[src/rtl/board_bringup_sequencer.sv]
// Board bring-up sequencer: gates kernel/memory reset release on PCIe, PLL lock and DDR3 calibration.
// Optional heartbeat on leds[6] when BRINGUP_HEARTBEAT_EN is defined.
module board_bringup_sequencer #(
  parameter logic [1:0]  MEM_MASK           = 2'b11,
  parameter int unsigned MEM_RESET_CYCLES   = 16,
  parameter int unsigned CAL_TIMEOUT_CYCLES = 1000000,
  parameter int unsigned SETTLE_CYCLES      = 256,
  parameter int unsigned MAX_RETRIES        = 3
) (
  input  logic       config_clk,
  input  logic       resetn,
  input  logic       pcie_npor,
  input  logic       pll_locked,
  input  logic [1:0] mem_cal_success,
  input  logic [1:0] mem_cal_fail,
  output logic       mem_resetn,
  output logic       kernel_resetn,
  output logic       sys_ready,
  output logic       cal_error,
  output logic [1:0] retry_count,
  output logic [7:0] leds
);

  localparam int unsigned MAX_AB  = (MEM_RESET_CYCLES > CAL_TIMEOUT_CYCLES) ? MEM_RESET_CYCLES
                                                                             : CAL_TIMEOUT_CYCLES;
  localparam int unsigned MAX_CYC = (MAX_AB > SETTLE_CYCLES) ? MAX_AB : SETTLE_CYCLES;
  localparam int unsigned CNT_W   = $clog2(MAX_CYC + 1);

  localparam logic [CNT_W-1:0] MRST_LOAD   = CNT_W'(MEM_RESET_CYCLES - 1);
  localparam logic [CNT_W-1:0] CAL_LAST    = CNT_W'(CAL_TIMEOUT_CYCLES - 1);
  localparam logic [CNT_W-1:0] SETTLE_LOAD = CNT_W'(SETTLE_CYCLES - 1);
  localparam logic [1:0]       MAX_R       = 2'(MAX_RETRIES);

  typedef enum logic [2:0] {
    IDLE      = 3'd0,
    WAIT_PCIE = 3'd1,
    WAIT_PLL  = 3'd2,
    MEM_RST   = 3'd3,
    WAIT_CAL  = 3'd4,
    SETTLE    = 3'd5,
    RUN       = 3'd6,
    FAIL      = 3'd7
  } state_t;

  state_t           state_q, state_nxt;
  logic [CNT_W-1:0] cnt_q, cnt_nxt;
  logic [1:0]       retry_nxt;
  logic [5:0]       sync1_q, sync2_q;
  logic             npor_s, pll_s;
  logic [1:0]       succ_s, fail_s;
  logic             cal_ok, cal_bad, attempt_fail, hb_nxt;

  always_ff @(posedge config_clk or negedge resetn) begin
    if (!resetn) begin
      sync1_q <= '0;
      sync2_q <= '0;
    end else begin
      sync1_q <= {pcie_npor, pll_locked, mem_cal_success, mem_cal_fail};
      sync2_q <= sync1_q;
    end
  end

  assign {npor_s, pll_s, succ_s, fail_s} = sync2_q;
  assign cal_ok  = &(succ_s | ~MEM_MASK);
  assign cal_bad = |(fail_s & MEM_MASK);

  // WAIT_CAL and SETTLE share one retry decision via attempt_fail.
  always_comb begin
    state_nxt    = state_q;
    cnt_nxt      = cnt_q;
    retry_nxt    = retry_count;
    attempt_fail = 1'b0;
    if (state_q != IDLE && state_q != FAIL && (!npor_s || !pll_s)) begin
      state_nxt = WAIT_PCIE;
      cnt_nxt   = '0;
      retry_nxt = '0;
    end else begin
      case (state_q)
        IDLE:      state_nxt = WAIT_PCIE;
        WAIT_PCIE: if (npor_s) state_nxt = WAIT_PLL;
        WAIT_PLL: begin
          if (pll_s) begin
            state_nxt = MEM_RST;
            cnt_nxt   = MRST_LOAD;
          end
        end
        MEM_RST: begin
          if (cnt_q == '0) begin
            state_nxt = WAIT_CAL;
            cnt_nxt   = '0;
          end else begin
            cnt_nxt = cnt_q - 1'b1;
          end
        end
        WAIT_CAL: begin
          if (cal_bad || cnt_q == CAL_LAST) begin
            attempt_fail = 1'b1;
          end else if (cal_ok) begin
            state_nxt = SETTLE;
            cnt_nxt   = SETTLE_LOAD;
          end else begin
            cnt_nxt = cnt_q + 1'b1;
          end
        end
        SETTLE: begin
          if (!cal_ok)              attempt_fail = 1'b1;
          else if (cnt_q == '0)     state_nxt = RUN;
          else                      cnt_nxt = cnt_q - 1'b1;
        end
        RUN, FAIL: ;
      endcase
      if (attempt_fail) begin
        if (retry_count < MAX_R) begin
          retry_nxt = retry_count + 1'b1;
          state_nxt = MEM_RST;
          cnt_nxt   = MRST_LOAD;
        end else begin
          state_nxt = FAIL;
        end
      end
    end
  end

`ifdef BRINGUP_HEARTBEAT_EN
  logic [24:0] hb_cnt_q;

  always_ff @(posedge config_clk or negedge resetn) begin
    if (!resetn) hb_cnt_q <= '0;
    else         hb_cnt_q <= hb_cnt_q + 1'b1;
  end

  assign hb_nxt = (state_nxt == RUN) && hb_cnt_q[24];
`else
  assign hb_nxt = 1'b0;
`endif

  // Outputs are decoded from the next state so they change on the same edge as the state register.
  always_ff @(posedge config_clk or negedge resetn) begin
    if (!resetn) begin
      state_q       <= IDLE;
      cnt_q         <= '0;
      retry_count   <= '0;
      mem_resetn    <= 1'b0;
      kernel_resetn <= 1'b0;
      sys_ready     <= 1'b0;
      cal_error     <= 1'b0;
      leds          <= '0;
    end else begin
      state_q       <= state_nxt;
      cnt_q         <= cnt_nxt;
      retry_count   <= retry_nxt;
      mem_resetn    <= (state_nxt == WAIT_CAL) || (state_nxt == SETTLE) || (state_nxt == RUN);
      kernel_resetn <= (state_nxt == RUN);
      sys_ready     <= (state_nxt == RUN);
      cal_error     <= (state_nxt == FAIL);
      leds          <= {(state_nxt == RUN), hb_nxt, retry_nxt, (state_nxt == FAIL), state_nxt};
    end
  end

endmodule
[config.mk]
export PLATFORM = sky130hd
export DESIGN_NAME = board_bringup_sequencer
export DESIGN_NICKNAME = d
export VERILOG_FILES = /design/src/rtl/board_bringup_sequencer.sv
export SDC_FILE = /design/constraint.sdc
export NUM_CORES = 1
export LEC_CHECK = 0
export ABC_AREA = 1
export CAP_MARGIN = 20
export CORE_MARGIN = 2
export CORE_UTILIZATION = 59
export CTS_BUF_LIST = sky130_fd_sc_hd__clkbuf_16
export DETAILED_ROUTE_END_ITERATION = 12
export DONT_BUFFER_PORTS = 1
export MAX_ROUTING_LAYER = met4
export PLACE_DENSITY = 0.85
export SYNTH_ARGS = -nofsm -noshare
export SYNTH_HDL_FRONTEND = slang
export SYNTH_SLANG_ARGS = --single-unit
[constraint.sdc]
create_clock -name config_clk -period 2.2 [get_ports config_clk]
set_clock_uncertainty 0.05 [all_clocks]
set_input_delay 0.11 -clock config_clk [delete_from_list [all_inputs] [get_ports config_clk]]
set_output_delay 0.11 -clock config_clk [all_outputs]
set_load 0.05 [all_outputs]
==> impl_metrics.json <==
{
  "outcome": "finished, final reports clean",
  "diodes": 0,
  "fmax_mhz": 461,
  "io_pins": 22,
  "yosysSeqAreaShare_pct": 27.0,
  "crit_path_max_fanout": 5,
  "drt_iter0_markers": 450,
  "finalCoreUtilization_pct": 73.6,
  "p_per_area_nw_per_um2": 1670,
  "critPathKind": "reg -> reg",
  "cts_made_buffers": 5,
  "maxCapViolations": 0,
  "rsz0062_at_grt": "yes",
  "total_power_mw": 7.38,
  "cts.path.max_buffers": 2,
  "clockRootBuffer": "clkbuf_16",
  "vias": 4202,
  "cts.sinks": 40,
  "avgSynthCellArea_um2": 6.22,
  "clk_pin_slew_ns": 0.07,
  "start_util_pct": 61.8,
  "coreArea_um2": 5990,
  "grt_max_degree": 41,
  "synthCells": 595,
  "dp_hpwl_um": 8750,
  "preCtsSetupSlack_ns": 0.0293,
  "syn2layout_area_growth_pct": 19.2,
  "port_buffers": 0,
  "placed_cells": 689,
  "setup_slack_ns": 0.0291,
  "critical_path_buf_inv_count": 1,
  "rows": 28,
  "hold_viol": 0,
  "maxSlewViolCount": 0,
  "seqCellArea_um2": 1000,
  "grt_pass1_wl_um": 19100,
  "die_w_um": 83.2,
  "hp-class": "in -> async",
  "worstPathRequired_ns": 2.33,
  "multiInputGateArea_um2": 2400,
  "drc": 0,
  "cpLargestDelayFamily": "simple AND/OR/NAND/NOR gates",
  "drt.antenna.violating_nets": 0,
  "die_area_um2": 6920,
  "p_leak_nw": 2.13,
  "drive_above_1_share_pct": 18.1,
  "grt_pass1_vias": 3889,
  "critPathCaptureType": "flop",
  "grt.total_usage_pct": 35.5,
  "instances_no_fill": 709,
  "gr-total-overflow": 0,
  "synth_edf_count": 0,
  "wl_per_cell_um": 17.5,
  "vias_per_cell": 5.93,
  "slew_headroom_pct": 40.1,
  "nFillCells": 483,
  "ys.flop_type": "dfrtp_1",
  "path_cells": "inv_2 -> ha_4 -> nand2_4 -> nor2_4 -> nand3_4 -> nor2_4 -> nand2_4 -> ha_4 -> nor2_2 -> nor3_2 -> nand2_1 -> nand2_1 -> a21oi_1",
  "totalWireLength_um": 12400,
  "critPathLaunchType": "flop",
  "firstDrtPassIters": 6,
  "die_h_um": 83.2,
  "yosysWarnings": 0,
  "slowest_stage": "dfrtp_1",
  "arrival_ns": 2.30,
  "synth_nets": 607,
  "ys_types": 31,
  "final.min_clock_period_ns": 2.17,
  "cts_tree": "done",
  "htreeDepth": 2,
  "clk_latency_ns": 0.30,
  "place_congestion": 1.06,
  "async_flop_share_pct": 100,
  "final_nets": 645,
  "ys_seq_elements": 40,
  "finalCritPeriodShare_pct": 98.7,
  "vdd_ir_drop_max_mv": 1.01,
  "antenna_found_initial": 0,
  "cpPeakStageDelay_ns": 0.43,
  "synth_area_um2": 3700,
  "setup_viol": 0,
  "worstMarginPinSlew_ns": 0.899
}
-- worst paths after layout --
check,depth (start not counted),endpoint,start,slack (ns)
worst max-delay path,13,cnt_q[0]$_DFF_PN0_,cnt_q[1]$_DFF_PN0_,0.03
worst min-delay path,2,cnt_q[11]$_DFF_PN0_,resetn,0.23
worst max register to register,13,cnt_q[0]$_DFF_PN0_,cnt_q[1]$_DFF_PN0_,0.03
worst min register to register,0,sync2_q[1]$_DFF_PN0_,sync1_q[1]$_DFF_PN0_,0.31
max in group asynchronous,2,cnt_q[2]$_DFF_PN0_,resetn,1.63
min in group config_clk,0,sync2_q[1]$_DFF_PN0_,sync1_q[1]$_DFF_PN0_,0.31
-- routing by layer --
layer  up-vias  track usage (%)  wire (um)
met5         -                -          0
met4         0             19.1        613
met3        62             4.67       1300
met2       282             55.2       5760
met1      1902             44.9       4720
li1       1956                -          -
-- synthesized netlist by cell type, types with 4 or more instances --
cell type	count	area, um^2
a21oi_1	17	85.1
clkbuf_1	4	15.0
inv_2	8	30.0
buf_4	7	52.6
nor2_4	6	67.6
buf_2	12	60.1
buf_6	4	45.0
o21ai_1	6	30.0
nand4_1	9	56.3
o21ai_0	28	140
nand2_4	4	45.0
nor2_2	9	56.3
o211ai_1	6	45.0
inv_1	53	199
ha_1	4	50.1
nand2_1	159	597
xor2_1	20	175
dfrtp_1	40	1000
nand2_2	8	50.1
nor3_1	7	35.0
nand3_1	72	360
nor2_1	97	364
-- power breakdown --
group	switching, mW	internal (mW)
Sequential	0.291	0.896
Combinational	3.47	1.85
Clock	0.340	0.534
-- cells by family after synthesis --
group	synth area share, %
flops	27.0
xor+xnor	4.97
simple gates	47.1
other cells	0.101
compound gates	8.11
buf+inv	11.3
fa+ha+maj	1.35
-- sequential cells by signal, indices dropped and copies added (netlist names) --
name / flops
cnt_q: 20
state_q: 2
leds: 4
sync2_q: 6
mem_resetn: 1
retry_count: 1
sync1_q: 6
-- cells in the final DEF, fill, tap and decap left out, types with 4 or more instances in the layout --
| master | Yosys | final |
|---|---|---|
| nand2_2 | 8 | 4 |
| inv_1 | 53 | 51 |
| dlygate4sd3_1 | 0 | 7 |
| nor2_4 | 6 | 9 |
| o211ai_1 | 6 | 6 |
| inv_2 | 8 | 9 |
| a21oi_1 | 17 | 17 |
| nand2_4 | 4 | 5 |
| buf_4 | 7 | 50 |
| o21ai_1 | 6 | 6 |
| xor2_1 | 20 | 20 |
| nor2_1 | 97 | 93 |
| nand4_1 | 9 | 9 |
| dfrtp_1 | 40 | 37 |
| nand3_1 | 72 | 72 |
| nand2_1 | 159 | 159 |
| o21ai_0 | 28 | 28 |
| nor3_1 | 7 | 6 |
| clkbuf_16 | 0 | 5 |
| nor2_2 | 9 | 10 |
-- layout make-up --
cell class / count / area share, %
flip-flops and latches: 40 / 22.8
clock inverters: 3 / 0.964
clock buffers: 5 / 2.84
repair buffers: 60 / 11.5
well taps: 75 / 2.13
multi-input cells: 463 / 54.4
inverters: 63 / 5.47
-- metrics by stage --
| stage | hold WS, ns | TNS, ns | cell area (um^2) |
|---|---|---|---|
| 2_1_floorplan | -0.236 | 0 | 3700 |
| 3_3_place_gp | -0.235 | 0 | 4000 |
| 3_5_place_dp | -0.235 | 0 | 4000 |
| 4_1_cts | 0.243 | 0 | 4260 |
| 5_1_grt | 0.260 | -0.141 | 4410 |
| 6_report | 0.227 | 0 | 4410 |
-- what timing repair did --
item / CTS / global route
buffers inserted: 1 / 3
pin swaps: 0 / 3
endpoints found under the hold margin: 46 / 0
gates resized for setup: 1 / 27
endpoints found under the setup margin: 3 / 22
hold buffers: 8 / 0
Note: power is estimated with default switching activity, not from simulation.
